[src/rtl/sync_fifo_flagged_if.sv]
// Handshake and status bundle for sync_fifo_flagged; clock and reset stay outside.
interface sync_fifo_flagged_if #(
   parameter int DATA_WIDTH = 8,
   parameter int BUS_WIDTH  = 4
);
   logic                  W_INC_EN;
   logic [DATA_WIDTH-1:0] W_DATA;
   logic                  R_INC_EN;
   logic                  CLR_ERR;
   logic                  W_FULL;
   logic                  W_ALMOST_FULL;
   logic                  R_EMPTY;
   logic                  R_ALMOST_EMPTY;
   logic [DATA_WIDTH-1:0] R_DATA;
   logic                  R_VALID;
   logic [BUS_WIDTH:0]    FILL_LEVEL;
   logic                  OVERFLOW;
   logic                  UNDERFLOW;

   modport master (
      output W_INC_EN, W_DATA, R_INC_EN, CLR_ERR,
      input  W_FULL, W_ALMOST_FULL, R_EMPTY, R_ALMOST_EMPTY,
             R_DATA, R_VALID, FILL_LEVEL, OVERFLOW, UNDERFLOW
   );

   modport slave (
      input  W_INC_EN, W_DATA, R_INC_EN, CLR_ERR,
      output W_FULL, W_ALMOST_FULL, R_EMPTY, R_ALMOST_EMPTY,
             R_DATA, R_VALID, FILL_LEVEL, OVERFLOW, UNDERFLOW
   );
endinterface

[src/rtl/sync_fifo_flagged.sv]
// Single-clock FIFO with registered fill count, almost-full/empty thresholds,
// optional first-word-fall-through read and sticky overflow/underflow flags.
module sync_fifo_flagged #(
   parameter int DATA_WIDTH = 8,
   parameter int MEM_DEPTH  = 16,
   parameter int BUS_WIDTH  = 4,
   parameter int AF_LEVEL   = 12,
   parameter int AE_LEVEL   = 2,
   parameter bit FWFT       = 1'b0
) (
   input logic                 CLK,
   input logic                 RST,
   sync_fifo_flagged_if.slave  bus
);
   localparam logic [BUS_WIDTH:0] DEPTH_C = (BUS_WIDTH+1)'(MEM_DEPTH);
   localparam logic [BUS_WIDTH:0] AF_C    = (BUS_WIDTH+1)'(AF_LEVEL);
   localparam logic [BUS_WIDTH:0] AE_C    = (BUS_WIDTH+1)'(AE_LEVEL);

   logic [DATA_WIDTH-1:0] mem_q [MEM_DEPTH];

   logic [BUS_WIDTH-1:0]  wptr_q, wptr_d;
   logic [BUS_WIDTH-1:0]  rptr_q, rptr_d;
   logic [BUS_WIDTH:0]    count_q, count_d;
   logic [DATA_WIDTH-1:0] rdata_q, rdata_d;
   logic                  rvalid_q, rvalid_d;
   logic                  ovf_q, ovf_d;
   logic                  udf_q, udf_d;

   logic full, empty, rd_acc, wr_acc;

   always_comb begin
      full     = (count_q == DEPTH_C);
      empty    = (count_q == '0);
      rd_acc   = bus.R_INC_EN && !empty;
      // a same-cycle pop frees the slot, so a full FIFO still takes the write
      wr_acc   = bus.W_INC_EN && (!full || rd_acc);

      wptr_d   = wptr_q;
      rptr_d   = rptr_q;
      count_d  = count_q;
      rdata_d  = rdata_q;
      rvalid_d = 1'b0;

      if (wr_acc) wptr_d = wptr_q + 1'b1;
      if (rd_acc) rptr_d = rptr_q + 1'b1;

      if (wr_acc && !rd_acc)      count_d = count_q + 1'b1;
      else if (rd_acc && !wr_acc) count_d = count_q - 1'b1;

      if (rd_acc) begin
         rdata_d  = mem_q[rptr_q];
         rvalid_d = 1'b1;
      end

      ovf_d = (ovf_q && !bus.CLR_ERR) || (bus.W_INC_EN && !wr_acc);
      udf_d = (udf_q && !bus.CLR_ERR) || (bus.R_INC_EN && !rd_acc);
   end

   always_ff @(posedge CLK) begin
      if (RST) begin
         wptr_q   <= '0;
         rptr_q   <= '0;
         count_q  <= '0;
         rdata_q  <= '0;
         rvalid_q <= 1'b0;
         ovf_q    <= 1'b0;
         udf_q    <= 1'b0;
      end else begin
         wptr_q   <= wptr_d;
         rptr_q   <= rptr_d;
         count_q  <= count_d;
         rdata_q  <= rdata_d;
         rvalid_q <= rvalid_d;
         ovf_q    <= ovf_d;
         udf_q    <= udf_d;
      end
   end

   always_ff @(posedge CLK) begin
      if (!RST && wr_acc) mem_q[wptr_q] <= bus.W_DATA;
   end

   assign bus.W_FULL         = full;
   assign bus.W_ALMOST_FULL  = (count_q >= AF_C);
   assign bus.R_EMPTY        = empty;
   assign bus.R_ALMOST_EMPTY = (count_q <= AE_C);
   assign bus.FILL_LEVEL     = count_q;
   assign bus.OVERFLOW       = ovf_q;
   assign bus.UNDERFLOW      = udf_q;
   // fall-through output is forced to zero while empty so stale words never show
   assign bus.R_VALID        = FWFT ? !empty : rvalid_q;
   assign bus.R_DATA         = FWFT ? (empty ? '0 : mem_q[rptr_q]) : rdata_q;
endmodule

[src/flat_wrapper.sv]
// flat-port wrapper written by rule: the top's interface ports become plain ports
module sync_fifo_flagged_flat 
#(
   parameter int DATA_WIDTH = 8,
   parameter int MEM_DEPTH  = 16,
   parameter int BUS_WIDTH  = 4,
   parameter int AF_LEVEL   = 12,
   parameter int AE_LEVEL   = 2,
   parameter bit FWFT       = 1'b0
)
  (CLK, RST, bus_W_INC_EN, bus_W_DATA, bus_R_INC_EN, bus_CLR_ERR, bus_W_FULL, bus_W_ALMOST_FULL, bus_R_EMPTY, bus_R_ALMOST_EMPTY, bus_R_DATA, bus_R_VALID, bus_FILL_LEVEL, bus_OVERFLOW, bus_UNDERFLOW);
  sync_fifo_flagged_if #(.DATA_WIDTH(DATA_WIDTH), .BUS_WIDTH(BUS_WIDTH)) bus_i ();
  input logic CLK;
  input logic RST;
  input wire logic [$bits(bus_i.W_INC_EN)-1:0] bus_W_INC_EN;
  input wire logic [$bits(bus_i.W_DATA)-1:0] bus_W_DATA;
  input wire logic [$bits(bus_i.R_INC_EN)-1:0] bus_R_INC_EN;
  input wire logic [$bits(bus_i.CLR_ERR)-1:0] bus_CLR_ERR;
  output wire logic [$bits(bus_i.W_FULL)-1:0] bus_W_FULL;
  output wire logic [$bits(bus_i.W_ALMOST_FULL)-1:0] bus_W_ALMOST_FULL;
  output wire logic [$bits(bus_i.R_EMPTY)-1:0] bus_R_EMPTY;
  output wire logic [$bits(bus_i.R_ALMOST_EMPTY)-1:0] bus_R_ALMOST_EMPTY;
  output wire logic [$bits(bus_i.R_DATA)-1:0] bus_R_DATA;
  output wire logic [$bits(bus_i.R_VALID)-1:0] bus_R_VALID;
  output wire logic [$bits(bus_i.FILL_LEVEL)-1:0] bus_FILL_LEVEL;
  output wire logic [$bits(bus_i.OVERFLOW)-1:0] bus_OVERFLOW;
  output wire logic [$bits(bus_i.UNDERFLOW)-1:0] bus_UNDERFLOW;
  assign bus_i.W_INC_EN = bus_W_INC_EN;
  assign bus_i.W_DATA = bus_W_DATA;
  assign bus_i.R_INC_EN = bus_R_INC_EN;
  assign bus_i.CLR_ERR = bus_CLR_ERR;
  assign bus_W_FULL = bus_i.W_FULL;
  assign bus_W_ALMOST_FULL = bus_i.W_ALMOST_FULL;
  assign bus_R_EMPTY = bus_i.R_EMPTY;
  assign bus_R_ALMOST_EMPTY = bus_i.R_ALMOST_EMPTY;
  assign bus_R_DATA = bus_i.R_DATA;
  assign bus_R_VALID = bus_i.R_VALID;
  assign bus_FILL_LEVEL = bus_i.FILL_LEVEL;
  assign bus_OVERFLOW = bus_i.OVERFLOW;
  assign bus_UNDERFLOW = bus_i.UNDERFLOW;
  sync_fifo_flagged #(.DATA_WIDTH(DATA_WIDTH), .MEM_DEPTH(MEM_DEPTH), .BUS_WIDTH(BUS_WIDTH), .AF_LEVEL(AF_LEVEL), .AE_LEVEL(AE_LEVEL), .FWFT(FWFT)) u_core (.CLK(CLK), .RST(RST), .bus(bus_i));
endmodule
[config.mk]
export PLATFORM = sky130hd
export DESIGN_NAME = sync_fifo_flagged_flat
export DESIGN_NICKNAME = d
export VERILOG_FILES = /design/src/rtl/sync_fifo_flagged_if.sv /design/src/rtl/sync_fifo_flagged.sv /design/src/flat_wrapper.sv
export SDC_FILE = /design/constraint.sdc
export NUM_CORES = 1
export LEC_CHECK = 0
export ABC_AREA = 1
export CORE_AREA = 2 2 120 122
export DETAILED_ROUTE_END_ITERATION = 6
export DIE_AREA = 0 0 122 124
export DONT_BUFFER_PORTS = 1
export GPL_ROUTABILITY_DRIVEN = 0
export PLACE_DENSITY = 0.75
export REMOVE_ABC_BUFFERS = 1
export SLEW_MARGIN = 5
export SYNTH_ARGS = -nofsm -noshare
export SYNTH_HDL_FRONTEND = slang
export SYNTH_SLANG_ARGS = --single-unit
[constraint.sdc]
create_clock -name CLK -period 6.1 [get_ports CLK]
set_input_delay 1.22 -clock CLK [delete_from_list [all_inputs] [get_ports CLK]]
set_output_delay 1.22 -clock CLK [all_outputs]
set_load 0.02 [all_outputs]
==> results.json <==
{
  "outcome": "finished, final reports clean",
  "layout_commonest_cell": "nand2_1",
  "p_clk_frac": 0.342,
  "fin_crit_ps": 2800,
  "grt_pass1_vias": 4449,
  "cap_viol_max_count": 0,
  "dieArea_mm2": 0.0151,
  "hold_viol_final": 0,
  "cts_buffers": 17,
  "die_width_um": 122,
  "power_density_mw_per_mm2": 403,
  "ys_ff_latch": 152,
  "whs_ps": 519,
  "slew_headroom": 0.264,
  "ys_warn_count": 0,
  "clockRootBuffer": "clkbuf_16",
  "fin_crit_sh": 0.460,
  "initial_core_util": 0.491,
  "hold_class": "reg -> reg",
  "fin_nets": 696,
  "skew_ps": 12.8,
  "postRouteAntennaNets": 0,
  "synth_area_mm2": 0.00674,
  "clk_latency_ps": 420,
  "post-dp-hpwl_um": 9450,
  "die_height_um": 124,
  "ctsResizeCount": 0,
  "io_pins": 33,
  "grt_use_total": 0.209,
  "final_cell_mix": "221 x nand2_1, 128 x edfxtp_1, 97 x nand3_1",
  "first_pass_iters": 5,
  "drc": 0,
  "worstSetupPathType": "reg -> out",
  "endpoint_kind": "output port",
  "synthCells": 682,
  "worst_pin_slew_ps": 1100,
  "start_kind": "register",
  "vias": 4611,
  "grt_max_degree": 68,
  "fillers": 1147,
  "cp_max_fo": 4,
  "portBuffers": 0,
  "p_int_uw": 1980,
  "post_cts_buffers": 0,
  "grt_pass1_wl_um": 23300,
  "core_mm2": 0.0137,
  "fin_cells": 866,
  "setup_violations": 0,
  "insertedDiodeCount": 0,
  "p_seq_frac": 0.431,
  "drive_above_1_share": 0.0743,
  "ys_seq_area_frac": 0.641,
  "overflow": 0,
  "rsz0062_at_grt": "no",
  "syn_to_final_growth_pct": 8.95,
  "report.final.slew_viol_count": 0,
  "place_inst": 834,
  "cts_tree": "done",
  "routed_wl_um": 14800,
  "p_switching_uw": 984,
  "post_drt_wl_per_cell_um": 17.1,
  "synth_cell_types": 28,
  "h-tree-depth": 4,
  "std_cell_rows": 43,
  "fin_util": 0.535,
  "switching_share": 0.332,
  "clockBufferDepth": 2,
  "tns_ps": 0,
  "clock.fmax_mhz": 357,
  "combPwrFrac": 0.226,
  "via_per_inst": 5.32,
  "ir_drop_uv": 194,
  "antenna_found_initial": 0,
  "clock_sink_count": 152,
  "cts_hold_buf": 0,
  "synth_area_per_cell_um2": 9.88,
  "drt_iter0_drc": 613,
  "worst_ep_required_time_ps": 4880,
  "clk_pin_slew_ps": 60,
  "leakagePower_uw": 0.00308,
  "cp.arrival_ps": 1580
}
[state kept, by name (all words and copies together), names as in the netlist]
name	cells
u_core.bus.R_VALID	1
u_core.bus.FILL_LEVEL	5
u_core.bus.R_DATA	8
u_core.bus.OVERFLOW	1
u_core.wptr_q	4
u_core.mem_q	128
u_core.rptr_q	4
u_core.bus.UNDERFLOW	1
[power by group through the flow]
stage / Combinational, µW / Clock [µW] / Sequential, µW
2_1_floorplan: 460 / 0 / 1320
3_3_place_gp: 639 / 0 / 1300
3_5_place_dp: 658 / 0 / 1300
4_1_cts: 664 / 1020 / 1280
5_1_grt: 754 / 1070 / 1280
6_report: 671 / 1010 / 1280
[cell families after synthesis]
| group | count (synthesis) | share of synthesized area |
|---|---|---|
| compound gates | 24 | 0.0187 |
| xor+xnor | 5 | 0.00650 |
| fa+ha+maj | 10 | 0.0197 |
| buf+inv | 124 | 0.0854 |
| flops | 152 | 0.641 |
| simple gates | 367 | 0.228 |
[per-layer routing]
layer / global-route usage / up-vias / share of wire
li1: - / 2187 / -
met1: 0.273 / 2184 / 0.41
met2: 0.340 / 211 / 0.49
met3: 0.0527 / 29 / 0.079
met4: 0.0776 / 0 / 0.023
met5: 0 / - / 0
[critical path: stages (launching register included)]
cell and delay (ps):
dfxtp_1 520, inv_1 100, o21ai_0 550
[final cells by class]
class                           instances  area, µm²  area share
Clock buffer                           21        503      0.0685
Inverter                               94        355      0.0484
Timing Repair Buffer                    2       15.0     0.00204
Tap cell                              180        225      0.0307
Multi-Input combinational cell        406       1840       0.251
Sequential cell                       152       4330       0.589
Clock inverter                         11       78.8      0.0107
[final timing paths]
check,start,end,slack [ps],depth (start not counted)
worst max register to register,u_core.rptr_q[0],u_core.bus.R_DATA[2],3610,10
worst min register to register,u_core.wptr_q[3],u_core.wptr_q[3],520,2
worst max-delay path,u_core.bus.FILL_LEVEL[2],bus_W_ALMOST_FULL,3300,2
worst min-delay path,u_core.wptr_q[3],u_core.wptr_q[3],520,2
[through the flow]
step / cell area, µm² / power (µW) / worst slack (ps)
CTS: 7340 / 2970 / 3300
finish: 7340 / 2960 / 3300
floorplan: 6520 / 1780 / 3380
global placement: 6760 / 1940 / 3270
detailed placement: 6760 / 1960 / 3180
global route: 7340 / 3110 / 3220
[cell usage after synthesis]
cell type	count	area share
nand4_1	1	0.00093
fa_1	1	0.0030
buf_6	12	0.020
inv_1	86	0.048
a21oi_1	14	0.010
xnor2_1	1	0.0013
o21bai_1	1	0.0011
nand3_1	97	0.072
ha_1	9	0.017
edfxtp_1	128	0.57
nor2_2	4	0.0037
nand3_2	2	0.0030
clkinv_1	1	0.00056
inv_4	1	0.00093
buf_1	1	0.00056
o21ai_0	5	0.0037
buf_4	1	0.0011
buf_2	11	0.0082
dfxtp_1	24	0.071
xor2_1	4	0.0052
nand2_4	1	0.0017
clkbuf_1	5	0.0028
nor2_4	1	0.0017
nand2_1	221	0.12
o21ai_1	3	0.0022
o21ai_2	1	0.0013
nor2_1	40	0.022
inv_2	6	0.0033
(Power assumes the default switching activity.)
